===== src/rtl/alu_issue_ctrl.sv =====
// ---------------------------------------------------------------------------
// alu_issue_ctrl
//   Initiator front-end for the alu. Commands are buffered in a small FIFO.
//   Each command is launched onto the alu operand bus for exactly one cycle.
//   The block then waits for the alu completion pulse, captures the result
//   and returns it on a valid/ready response port. Only one op is
//   outstanding at a time, and responses come back in command order.
//
// Parameters
//   FIFO_DEPTH      command FIFO entries (power of 2, >= 2)
//   TIMEOUT_CYCLES  watchdog limit in cycles (only with ALU_TIMEOUT_EN)
//
// Optional feature
//   ALU_TIMEOUT_EN  when defined, a watchdog ends an op that has run for
//                   TIMEOUT_CYCLES ISSUE/WAIT cycles. That op gets a response
//                   with rsp_c=0 and rsp_err=1. When undefined, WAIT holds
//                   indefinitely and rsp_err is tied to 0.
//
// Ports
//   clk, resetn                     clock, async active-low reset
//   cmd_valid/cmd_ready             command handshake
//   cmd_a, cmd_b, cmd_op            command payload (64/64/2 bits)
//   rsp_valid/rsp_ready             response handshake
//   rsp_c, rsp_err                  128-bit result, watchdog error flag
//   alu_A, alu_B, alu_opCode        operand bus to the alu (ISSUE only)
//   alu_C, alu_completed            result and one-cycle done pulse from the alu
//   busy                            FSM active or FIFO non-empty
//   stray_cnt                       saturating count of unexpected done pulses
// ---------------------------------------------------------------------------
module alu_issue_ctrl #(
  parameter int unsigned FIFO_DEPTH     = 4,
  parameter int unsigned TIMEOUT_CYCLES = 64
) (
  input  logic         clk,
  input  logic         resetn,
  input  logic         cmd_valid,
  output logic         cmd_ready,
  input  logic [63:0]  cmd_a,
  input  logic [63:0]  cmd_b,
  input  logic [1:0]   cmd_op,
  output logic         rsp_valid,
  input  logic         rsp_ready,
  output logic [127:0] rsp_c,
  output logic         rsp_err,
  output logic [63:0]  alu_A,
  output logic [63:0]  alu_B,
  output logic [1:0]   alu_opCode,
  input  logic [127:0] alu_C,
  input  logic         alu_completed,
  output logic         busy,
  output logic [7:0]   stray_cnt
);

  localparam int unsigned PTR_W = $clog2(FIFO_DEPTH);
  localparam int unsigned CNT_W = $clog2(FIFO_DEPTH + 1);

  typedef enum logic [1:0] {
    S_IDLE  = 2'd0,
    S_ISSUE = 2'd1,
    S_WAIT  = 2'd2,
    S_RESP  = 2'd3
  } state_t;

  state_t state, state_nx;

  // ---------------- command FIFO ----------------
  logic [129:0]     mem [FIFO_DEPTH];
  logic [PTR_W-1:0] wr_ptr, rd_ptr;
  logic [CNT_W-1:0] count;
  logic             push, pop;
  logic [129:0]     head;

  assign cmd_ready = (count != CNT_W'(FIFO_DEPTH));
  assign push      = cmd_valid && cmd_ready;
  // The head entry leaves the FIFO on the edge that ends the ISSUE cycle.
  assign pop       = (state == S_ISSUE);
  assign head      = mem[rd_ptr];

  always_ff @(posedge clk or negedge resetn) begin
    if (!resetn) begin
      wr_ptr <= '0;
      rd_ptr <= '0;
      count  <= '0;
    end else begin
      if (push) wr_ptr <= wr_ptr + PTR_W'(1);
      if (pop)  rd_ptr <= rd_ptr + PTR_W'(1);
      case ({push, pop})
        2'b10:   count <= count + CNT_W'(1);
        2'b01:   count <= count - CNT_W'(1);
        default: count <= count;
      endcase
    end
  end

  always_ff @(posedge clk) begin
    if (push) mem[wr_ptr] <= {cmd_op, cmd_b, cmd_a};
  end

  // ---------------- watchdog ----------------
  logic in_flight;
  logic wd_expire;

  assign in_flight = (state == S_ISSUE) || (state == S_WAIT);

`ifdef ALU_TIMEOUT_EN
  localparam int unsigned WD_W = $clog2(TIMEOUT_CYCLES);
  logic [WD_W-1:0] wd;

  // wd holds the index of the current ISSUE/WAIT cycle, starting at 0 in ISSUE.
  // Expiry fires in the TIMEOUT_CYCLES-th such cycle.
  assign wd_expire = in_flight && (wd == WD_W'(TIMEOUT_CYCLES - 1));

  always_ff @(posedge clk or negedge resetn) begin
    if (!resetn)                                    wd <= '0;
    else if (state == S_IDLE && state_nx == S_ISSUE) wd <= '0;
    else if (in_flight)                             wd <= wd + WD_W'(1);
  end
`else
  // The watchdog limit is only used when the watchdog is built in.
  localparam int unsigned unused_timeout_cycles = TIMEOUT_CYCLES;
  assign wd_expire = 1'b0;
`endif

  // ---------------- FSM ----------------
  always_ff @(posedge clk or negedge resetn) begin
    if (!resetn) state <= S_IDLE;
    else         state <= state_nx;
  end

  always_comb begin
    state_nx = state;
    case (state)
      S_IDLE:  if (count != '0) state_nx = S_ISSUE;
      S_ISSUE: state_nx = (alu_completed || wd_expire) ? S_RESP : S_WAIT;
      S_WAIT:  if (alu_completed || wd_expire) state_nx = S_RESP;
      S_RESP:  if (rsp_ready) state_nx = S_IDLE;
      default: state_nx = S_IDLE;
    endcase
  end

  always_comb begin
    alu_A      = '0;
    alu_B      = '0;
    alu_opCode = '0;
    if (state == S_ISSUE) begin
      alu_A      = head[63:0];
      alu_B      = head[127:64];
      alu_opCode = head[129:128];
    end
  end

  assign rsp_valid = (state == S_RESP);
  assign busy      = (state != S_IDLE) || (count != '0);

  // ---------------- response capture ----------------
  // A completion pulse beats the watchdog when both land in the same cycle.
  always_ff @(posedge clk or negedge resetn) begin
    if (!resetn)                        rsp_c <= '0;
    else if (in_flight && alu_completed) rsp_c <= alu_C;
`ifdef ALU_TIMEOUT_EN
    else if (wd_expire)                 rsp_c <= '0;
`endif
  end

`ifdef ALU_TIMEOUT_EN
  always_ff @(posedge clk or negedge resetn) begin
    if (!resetn)                        rsp_err <= 1'b0;
    else if (in_flight && alu_completed) rsp_err <= 1'b0;
    else if (wd_expire)                 rsp_err <= 1'b1;
  end
`else
  assign rsp_err = 1'b0;
`endif

  // ---------------- stray completion counter ----------------
  always_ff @(posedge clk or negedge resetn) begin
    if (!resetn)
      stray_cnt <= '0;
    else if (alu_completed && !in_flight && stray_cnt != 8'hFF)
      stray_cnt <= stray_cnt + 8'd1;
  end

endmodule


===== config.mk =====
export PLATFORM = sky130hd
export DESIGN_NAME = alu_issue_ctrl
export DESIGN_NICKNAME = d
export VERILOG_FILES = /design/src/rtl/alu_issue_ctrl.sv
export SDC_FILE = /design/constraint.sdc
export NUM_CORES = 1
export LEC_CHECK = 0
export ABC_AREA = 0
export CAP_MARGIN = 20
export CORE_MARGIN = 5
export CORE_UTILIZATION = 51
export CTS_CLUSTER_SIZE = 28
export DETAILED_ROUTE_END_ITERATION = 7
export PLACE_DENSITY_LB_ADDON = 0.1
export SLEW_MARGIN = 40
export SYNTH_ARGS = -nofsm -noshare
export SYNTH_HDL_FRONTEND = slang
export SYNTH_SLANG_ARGS = --single-unit

===== constraint.sdc =====
create_clock -name clk -period 5.7 [get_ports clk]
set_input_delay 1.14 -clock clk [delete_from_list [all_inputs] [get_ports clk]]
set_output_delay 1.14 -clock clk [all_outputs]
set_load 0.01 [all_outputs]

### After elaboration in Yosys (flattened, before gate mapping)

Memories as Yosys holds them, arrays and structs flattened.
Index checks and enable logic that the tools add are counted.

| storage, ports and cells | value |
|---|---|
| output and inout bits | 270 |
| memories kept | 1 |
| memory bits (writable) | 520 |
| word-level logic and storage cells | 45 |
| register bits after elaboration | 145 |
| input bits | 263 |

| cells by class | value |
|---|---|
| reductions and logical operators | 12 |
| add/subtract/negate cells | 5 |
| eq/ne operators | 10 |
| multiplexer cells | 11 |

Memories:

| memory | depth | width | rd ports | clocked after memory_dff | wr ports | line | RTL |
|---|---|---|---|---|---|---|---|
| mem | 4 | 130 | 1 | 0 | 1 | 67 | `logic [129:0] mem [FIFO_DEPTH];` |

Operators by type and width:

| operator | number |
|---|---|
| 2-to-1 mux 64 bit | 2 |
| adder 8 x 1 -> 8 bit (second input constant) | 1 |
| 2-to-1 mux 2 bit | 4 |
| inequality test 8 bit (second input constant) | 1 |
| one-hot mux 2 bit (4 select lines) | 1 |
| == test 2 bit (second input constant) | 3 |
| one-hot mux 3 bit (2 select lines) | 1 |
| adder 2 x 1 -> 2 bit (second input constant) | 2 |
| == test 2 x 1 -> 1 bit (second input constant) | 2 |
| logical AND 1 bit | 4 |
| inequality test 2 bit (second input constant) | 2 |
| nonzero test 2 bit | 2 |
| adder 3 x 1 -> 3 bit (second input constant) | 1 |
| 2-to-1 mux 1 bit | 3 |
| inequality test 3 bit (second input constant) | 1 |
| AND reduction 3 bit | 1 |
| nonzero test 3 bit | 1 |
| subtractor 3 x 1 -> 3 bit (second input constant) | 1 |
| logical NOT 2 bit | 1 |
| logical OR 1 bit | 2 |
| inequality test 2 x 1 -> 1 bit (second input constant) | 1 |
| logical NOT 1 bit | 1 |

### Depth between registers and ports, before layout

Gate-level depths: netlist of run 1.

| logic depth | value |
|---|---|
| depth after elaboration | 5 |
| mapped depth | 9 |
| mapped depth without buffers | 9 |

### Worst setup path before layout of run 1

OpenSTA, ideal clock, no wires.

| timing | value |
|---|---|
| path kind | input port to flip-flop |
| start | in cmd_valid |
| end | mem mem[0][0] (enable) |
| path buffers | 0 |
| path slack | 1.028 ns |
| required time | 5.194 ns |
| stages | 1 |
| arrival | 4.166 ns |
| path through | and3_1 |

| between the ends | value |
|---|---|
| cells in the longest elaborated chain, start to end | 3 |

RTL lines:

| element | line | RTL |
|---|---|---|
| start, declared | 36 | `input logic cmd_valid,` |
| logical AND 1 bit | 74 | `assign push = cmd_valid && cmd_ready;` |
| 2-to-1 mux 1 bit | 96 | `if (push) mem[wr_ptr] <= {cmd_op, cmd_b, cmd_a};` |
| 2-to-1 mux 1 bit (implied by the code) | 96 |  |
| end, declared | 67 |  |

Every way passes these cells.

### Worst setup path after layout of run 1

| timing | value |
|---|---|
| start | reg rd_ptr[0] |
| end | out alu_A[56] |

| between the ends | value |
|---|---|
| cells in the longest elaborated chain, start to end | 2 |

RTL lines:

| element | line | RTL |
|---|---|---|
| start, declared | 68 | `logic [PTR_W-1:0] wr_ptr, rd_ptr;` |
| start signal, assigned | 86 | `if (pop) rd_ptr <= rd_ptr + PTR_W'(1);` |
| memory (4 x 130 bit) | - |  |
| 2-to-1 mux 64 bit | 145 | `if (state == S_ISSUE) begin` |
| end, declared | 45 | `output logic [63:0] alu_A,` |

Every way passes these cells.

==> metrics list, run 1 <==
* Setup crit start: rd_ptr[0]
- The number of global-route vias before repair came to roughly 14000.
* Top cell type's share of synthesized area: 0.6173
* Type of destination of the critical path: output pin
* Number of search-and-repair iterations in the first detailed-routing pass: 5
* Htree depth: 3
* Number of gates resized after CTS: 0
- Clock-pin slew was measured on the worst setup and hold paths at 0.06 ns.
* Starting Density: 0.5157
- Hold repair after CTS inserted 0 buffers.
* CP Data Arrival Time: ~3.3 ns
* Post-route fraction of the period consumed by the critical path: 0.7778
- Destination of the worst register-to-register timing path: rsp_c[30]
- Measured on the finished design, the core utilization comes to 0.6862.
* Pwr Density: ~540 nW/um^2
* Net count after synthesis: about 1500
- Total half-perimeter wirelength after legalization and detailed placement: approximately 41000 um
- Along the worst hold path, the cell count comes to 1.
- Number of vias per cell: between 5 and 6
- Number of nets still failing antenna checks after routing: 0
* Outcome: finished, final reports clean
- Number of pins with negative max-slew slack in the final report: 0
* Later-pin clock latency in the skew report: 0.59 ns
- The area growth from synthesis to layout is 33.06%.
* Register bit count reported by yosys: 665
- Static power due to leakage: roughly 12 nW
- The die covers between 50000 and 60000 um^2.
* Total global routing overflow: 0
- Number of standard cells after synthesis: 1185
* Ranking of synthesized cells by area: sky130_fd_sc_hd__edfxtp_1 62%, sky130_fd_sc_hd__dfrtp_1 14%, sky130_fd_sc_hd__mux4_2 12%
- During placement, the flow inserted port buffers numbering approximately 530.
- The netlist uses 29 different library cells.
* Average footprint of a synthesized cell: 21.35 um^2
* Fraction of registers with async set or reset after synthesis: 0.2180
* Number of buffers inserted during clock tree synthesis: 68
* Final RePlAce weighted congestion: ~0.80
* Dominant synthesized flop cell: sky130_fd_sc_hd__edfxtp_1
* Overall track demand over capacity in global routing: 0.2237
- Setup violations remaining at the end of the flow were counted as 0.
- Setup repair after global routing left no endpoint under its margin.
- WL final: approximately 60000 um
* Final worst path period need: ~4.4 ns
* Via count of the routed design: 13150
- Destination of the worst hold path: count[2]
- Setup slack on the worst reg-to-reg path comes out at around 3.2 ns.
- The tree is rooted in a sky130_fd_sc_hd__clkbuf_16.
- Layout cell share with drive strength beyond 1: 0.2151
- Sinks on the clock net: 665
- Drt wl/cell: between 20 and 25 um
* Category of the critical setup timing path: flop to output pin
- Yosys printed 0 warnings.
- Buffer depth of the longest clock path: 3
* Site row count: between 80 and 90
- Data on the critical path is required at its endpoint by 4.56 ns.
* Total count of hold-check failures in the final report: 0
- In the final design database the tool counted roughly 2000 nets.
- STA classifies the critical path startpoint as a flop.
- VDD IR max: 0.3480 mV
- The total area inside the core boundary comes to 49050 um^2.
- The min-delay analysis places its worst path in the category flop to flop.
- Die Height: approximately 230 um
- The startpoint identified for the worst register-to-register timing path is state[0].
- Between clock sinks in the finished design, the worst skew comes to between 0.01 and 0.015 ns.
- The largest total area in the synthesized netlist belongs to sky130_fd_sc_hd__edfxtp_1.
- In this run the post-CTS setup repair buffer count came out at 0.
* Post-synth EDFFs: 520
* Most used standard cell by instance count after synthesis: sky130_fd_sc_hd__edfxtp_1
* Ports: between 500 and 600
* Worst-margin pin slew: between 0.7 and 0.8 ns
* Number of violations reported at the end of detailed-routing iteration 0: around 730
- Max Clk Rate: around 230 MHz
* Origin of the worst min-delay path: count[2]
* Setup Total Neg Slack: 0 ns
* Wire length of the first global-routing pass: 89680 um
- Max cap viols: 0
- In this run the tightest slew margin relative to its limit is 0.5132.
- The share of the Yosys chip area taken by registers is 0.7607.
- Post-synthesis instance area: approximately 25000 um^2
* Clock tree from TritonCTS: built
- Measured in cells, the most critical reg-to-reg path has a length of 5.
- The number of antenna violations at the first check in global routing was 22.
- In the routed design, unresolved DRC markers number 0.
* Floorplan die width: between 200 and 250 um
- Largest driver fanout on the critical path: 32
* Most frequent cells after synthesis: 520 x sky130_fd_sc_hd__edfxtp_1, 145 x sky130_fd_sc_hd__dfrtp_1, 132 x sky130_fd_sc_hd__mux2_2, 131 x sky130_fd_sc_hd__and2_1, 130 x sky130_fd_sc_hd__mux4_2
- Entering global routing, the biggest net connects around 130 pins.
[cell usage in the layout (no fill, tap or decap), drive strengths merged]
cell type      Yosys  routed
and4               1       1
a2111oi            1       1
o21bai             1       1
conb               1       1
a21oi              7       7
and3               7       7
bufinv             0       5
inv                8      12
xor2               2       2
dfrtp            145     145
nand4              2       2
edfxtp           520     520
or4b               1       1
mux2i              1       1
and2             131     131
clkbuf            21      91
buf               39      24
nand2              7       7
clkdlybuf4s50      0     530
mux2             133     133
xnor2              6       6
nand3              2       2
nor2               5       5
ha                11      11
diode              0      13
fa                 1       1
o221ai             1       1
nor2b              1       1
clkinv             0      25
mux4             130     130
[layer usage]
metal,vias up,global-route usage,share of wire
li1,5830,-,-
met1,6752,0.2743,0.37
met2,432,0.3661,0.51
met4,16,0.08049,0.031
met3,115,0.08603,0.089
met5,-,0,0.0019
[state kept, by name (all words and copies together) (netlist names)]
signal / count
mem: 520
rsp_c: 128
stray_cnt: 8
count: 3
rd_ptr: 2
state: 2
wr_ptr: 2
[worst max path at each step]
stage / end / slack (ns) / cells past startpoint
floorplan: mem[0][0] / 1.03 / 1
global placement: alu_A[37] / 1.82 / 4
detailed placement: alu_A[56] / 1.81 / 4
CTS: alu_A[56] / 1.15 / 4
global route: alu_A[37] / 1.01 / 4
finish: alu_A[56] / 1.27 / 4
[metrics by stage]
step	total power [mW]	hold WS (ns)	setup slack, ns	area (um^2)	cells
6_report	18.04	0.4878	1.266	33660	2481
5_1_grt	18.93	0.5088	1.011	33650	2478
4_1_cts	18.31	0.4845	1.150	33600	2467
3_5_place_dp	13.98	0.4752	1.813	31440	2342
3_3_place_gp	13.85	0.4719	1.817	31390	2340
2_1_floorplan	10.79	0.4557	1.028	25300	1185
[cell families after synthesis]
family	share of synthesized area
flops	0.7607
simple gates	0.03779
mux	0.1753
compound gates	0.002374
buf+inv	0.01459
xor+xnor	0.002770
fa+ha+maj	0.006232
other cells	0.0001482
[power by group]
part	internal (mW)	switching [mW]	leakage [nW]
Sequential	6.61	0.526	6.47
Clock	2.52	1.76	1.06
Combinational	3.64	2.98	4.19
[critical path: stages (launching register included)]
cell and delay [ns]:
sky130_fd_sc_hd__dfrtp_4 0.86, sky130_fd_sc_hd__buf_4 0.53, sky130_fd_sc_hd__mux4_2 0.58, sky130_fd_sc_hd__and2_1 0.20, sky130_fd_sc_hd__clkdlybuf4s50_1 0.48
[cell type report]
type / count / area, um^2
Inverter: 8 / 30.03
Multi-Input combinational cell: 452 / 5732
Clock inverter: 34 / 306.5
Fill cell: 3296 / 15390
Antenna cell: 13 / 32.53
Tap cell: 664 / 830.8
Clock buffer: 91 / 1851
Sequential cell: 665 / 19250
Timing Repair Buffer: 554 / 5625
No activity file was read; power rests on OpenSTA's default activity.
==> inputs of run 2 (changes only) <==
--- a/config.mk
+++ b/config.mk
@@ -8,7 +8,7 @@
 export ABC_AREA = 0
 export CAP_MARGIN = 20
 export CORE_MARGIN = 5
-export CORE_UTILIZATION = 51
+export CORE_UTILIZATION = 46
 export CTS_CLUSTER_SIZE = 28
 export DETAILED_ROUTE_END_ITERATION = 7
 export PLACE_DENSITY_LB_ADDON = 0.1
==> constraint.sdc (replaced) <==
create_clock -name clk -period 4 [get_ports clk]
set_input_delay 0.8 -clock clk [delete_from_list [all_inputs] [get_ports clk]]
set_output_delay 0.8 -clock clk [all_outputs]
set_load 0.01 [all_outputs]
==> run 2 against run 1 <==
  * Via count up 0.27%
  * Worst hold slack got worse by 0.34 ns
  * Sequential share of layout area is 0.43 points lower
  * Largest cell class unchanged
  * Utilization down 6.7 points
  * Clock power is 47% higher
  * Non-clock buffer count grew 8
  * First-iteration DRC count shrank 11%
  * Clock-buffer cell count grew 5
  * Critical path type unchanged
==> metrics list, run 2 (synthesized netlist as in run 1, its figures left out) <==
- The run finished with clean final reports.
* Area of the die: 59780 um^2 (+10%)
- Wire length of the first global-routing pass: 92970 um (+3.7%)
- CP top delay family: buffers and inverters
* Number of buffers inserted during clock tree synthesis: 71 (+4.4%)
- The flop-to-flop setup slack was 1.61 ns (-1.60 ns).
* Worst Setup Start Kind: flop
- The half-perimeter wire length after placement was 42370 um (+3.7%).
* VDD IR max: 0.4135 mV (+19%)
- After layout, the minimum clock period comes to ~3.7 ns.
- Number of pins with negative max-slew slack in the final report: 0 (unchanged)
- The library cell used most frequently in the layout, excluding fill and tap cells, is sky130_fd_sc_hd__clkdlybuf4s50_1.
- Traced cell by cell, the critical path runs through buf_12, mux4_2, and2_1, clkdlybuf4s50_1.
- Number of global-route vias before repair: 13900 (+0.043%)
- Final routed DRC violation total: 0 (unchanged)
- Register with the most flip-flops: mem
- Switching power total: 7.570 mW (+44%)
- The share of final-layout standard cells stronger than drive strength 1 came to 0.2195 (+0.004448).
- Number of violations reported at the end of detailed-routing iteration 0: 654 (-11%)
- The die boundary height was 244.5 um (+5.1%).
* FF/Latch Area: 19250 um^2 (unchanged)
- The cell internal power dissipation is 18.47 mW (+45%).
* Crit path largest cell delay: 0.61 ns (-0.25 ns)
* Worst-margin pin slew: 0.7799 ns (+0.04970 ns)
* Total count of hold-check failures in the final report: 0 (unchanged)
- STA classifies the critical path endpoint as an output pin.
* Later-pin clock latency in the skew report: 0.59 ns (about the same)
* Drt wl/cell: 24.96 um (+0.83%)
- The maximum clock path buffer count is 3 (unchanged).
* Combined buffer and inverter count along the critical path: 2 (unchanged)
* Category of the critical setup timing path: flop to output pin
- The total number of clock tree sinks was 665 (unchanged).
* Number of search-and-repair iterations in the first detailed-routing pass: 5 (unchanged)
* Ports: 533 (unchanged)
- In the final layout, the registers with the most flip-flops are mem x520, rsp_c x128, stray_cnt x8.
* Headroom to the max-slew limit: 0.4801 (-0.03313)
* Flip-flop count of the largest register after layout: 520 (unchanged)
- In this run the worst hold path is classified as primary input to asynchronous set/reset pin.
- Cell chosen for the clock root: sky130_fd_sc_hd__clkbuf_16
- The sequential group share of total power is 0.387 (-0.009).
- The deepest level of the CTS H-tree was 3 (unchanged).
- The area growth from synthesis to layout is 34.07%.
- The switching power as a share of total power is 0.2907 (-0.001376).
* Commonest cells after routing, fill and taps aside: 530 x sky130_fd_sc_hd__clkdlybuf4s50_1, 520 x sky130_fd_sc_hd__edfxtp_1, 143 x sky130_fd_sc_hd__dfrtp_1
* Total global routing overflow: 0 (unchanged)
- Starting Density: 0.4618 (-0.05384)
- The slowest stage of the critical path belongs to the cell sky130_fd_sc_hd__dfrtp_4.
- Max Clk Rate: 269.5 MHz
- The number of filler cells placed in the layout was 3958 (+20%).
* Maximum number of pins on one net before global-route repair: 77 (-40%)
- The average vias per placed instance was 5.214 (-1.6%).
* Site row count: 86 (+6.2%)
- The setup clock skew after layout is 0.02059 ns (+0.008105 ns).
- Core region area: 54770 um^2 (+12%)
- Setup Total Neg Slack: 0 ns (unchanged)
- The fraction of the core area covered by cells at the end of the flow came to 0.6192 (-0.06698).
- Largest driver fanout on the critical path: 48 (+50%)
- The data arrival time at the worst-slack endpoint was 2.91 ns (-0.38 ns).
- The count of input and output buffers is 531 (unchanged).
- The total area of multi-input combinational cells came to 5723 um^2 (-0.15%).
- Power share of the clock group: 0.242 (+0.005)
- The total global-route track usage is 0.2079 (-0.01578).
* Max cap viols: 0 (unchanged)
* Number of antenna violations at the first check in global routing: 22 (unchanged)
* Share of power burned in combinational logic: 0.371 (+0.004)
- The CTS clock-pin slew for the worst setup and hold paths is 0.06 ns (about the same).
- The reported leakage power was 11.81 nW (+0.82%).
- The layout net count came to 2035 (+0.54%).
* WL final: 63110 um (+2.7%)
* Post-route fraction of the period consumed by the critical path: 0.9277
- The count of endpoints failing setup in the final report was 0 (unchanged).
- RSZ-0062 raised after global routing: false
* Number of nets still failing antenna checks after routing: 0 (unchanged)
- The required arrival time at the worst endpoint is 3.20 ns (-1.36 ns).
- The routed via count came to 13180 (+0.27%).
- TritonCTS built the clock tree.
- The power per unit of standard cell area was 767.9 nW/um^2 (+43%).
- Final RePlAce weighted congestion: 0.7979 (about the same)
- The x dimension of the die was 244.5 um (+5.1%).
- The number of hold buffers added after cts came to 0 (unchanged).
[run 2: cell types whose count changed in the layout (fill, tap and decap cells not counted), moves of 2 or more]
cell / change
sky130_fd_sc_hd__clkinv_1: +2
sky130_fd_sc_hd__clkinvlp_4: +3
sky130_fd_sc_hd__diode_2: -2
sky130_fd_sc_hd__clkbuf_16: +5
sky130_fd_sc_hd__clkbuf_8: +3
sky130_fd_sc_hd__clkinv_2: -6
sky130_fd_sc_hd__buf_4: +4
sky130_fd_sc_hd__clkbuf_1: -3
sky130_fd_sc_hd__buf_12: +5
[run 2: power by group through the flow]
stage	logic [mW]	registers, mW	clock network [mW]
after CTS	9.85	10.1	6.49
after detailed placement	9.82	10.2	0
final	9.66	10.1	6.31
after global routing	10.3	10.3	6.81
after floorplan	4.86	10.4	0
after global placement	9.76	10.2	0
[run 2: path summary, 6_finish.rpt]
kind	startpoint	end	depth (start not counted)
min reg2reg	count[2]	count[2]	1
max	rd_ptr[0]	alu_A[59]	4
max reg2reg	state[0]	rsp_c[103]	5
max in group asynchronous	resetn	rsp_c[29]	2
min	resetn	rsp_c[121]	1
min in group clk	count[2]	count[2]	1
[run 2: cell type report]
cell class | count | share of cell area
sequential | 665 | 0.5676
clock inverter | 30 | 0.007416
multi-input combinational | 452 | 0.1688
inverter | 8 | 0.0008854
antenna | 11 | 0.0008117
clock buffer | 96 | 0.05914
timing repair buffer | 562 | 0.1694
tap | 704 | 0.02597
[run 2: per-stage QoR]
| stage | instances | cell area, um^2 | hold slack, ns | power (mW) | setup WS (ns) |
|---|---|---|---|---|---|
| final | 2528 | 33910 | 0.1480 | 26.04 | 0.2893 |
| after global routing | 2525 | 33910 | 0.1537 | 27.39 | 0.08565 |
| after CTS | 2516 | 33860 | 0.1305 | 26.44 | 0.05775 |
| after detailed placement | 2390 | 31600 | 0.4795 | 20.07 | 0.6969 |
| after global placement | 2390 | 31600 | 0.4704 | 19.92 | 0.7133 |
| after floorplan | 1185 | 25300 | 0.4557 | 15.28 | 1.143 |
[run 2: metal layers]
| layer | share of wire | global-route usage | wire (um) | up-vias |
|---|---|---|---|---|
| met1 | 0.39 | 0.2588 | 24320 | 6782 |
| met3 | 0.089 | 0.08536 | 5600 | 115 |
| met5 | 0.0020 | 0 | 127 | - |
| li1 | - | - | - | 5847 |
| met2 | 0.50 | 0.3359 | 31410 | 419 |
| met4 | 0.026 | 0.06733 | 1648 | 18 |
[run 2: timing repair]
action	CTS	global route
resized for setup	0	0
endpoints found under the setup margin	0	22
buffers inserted	0	1
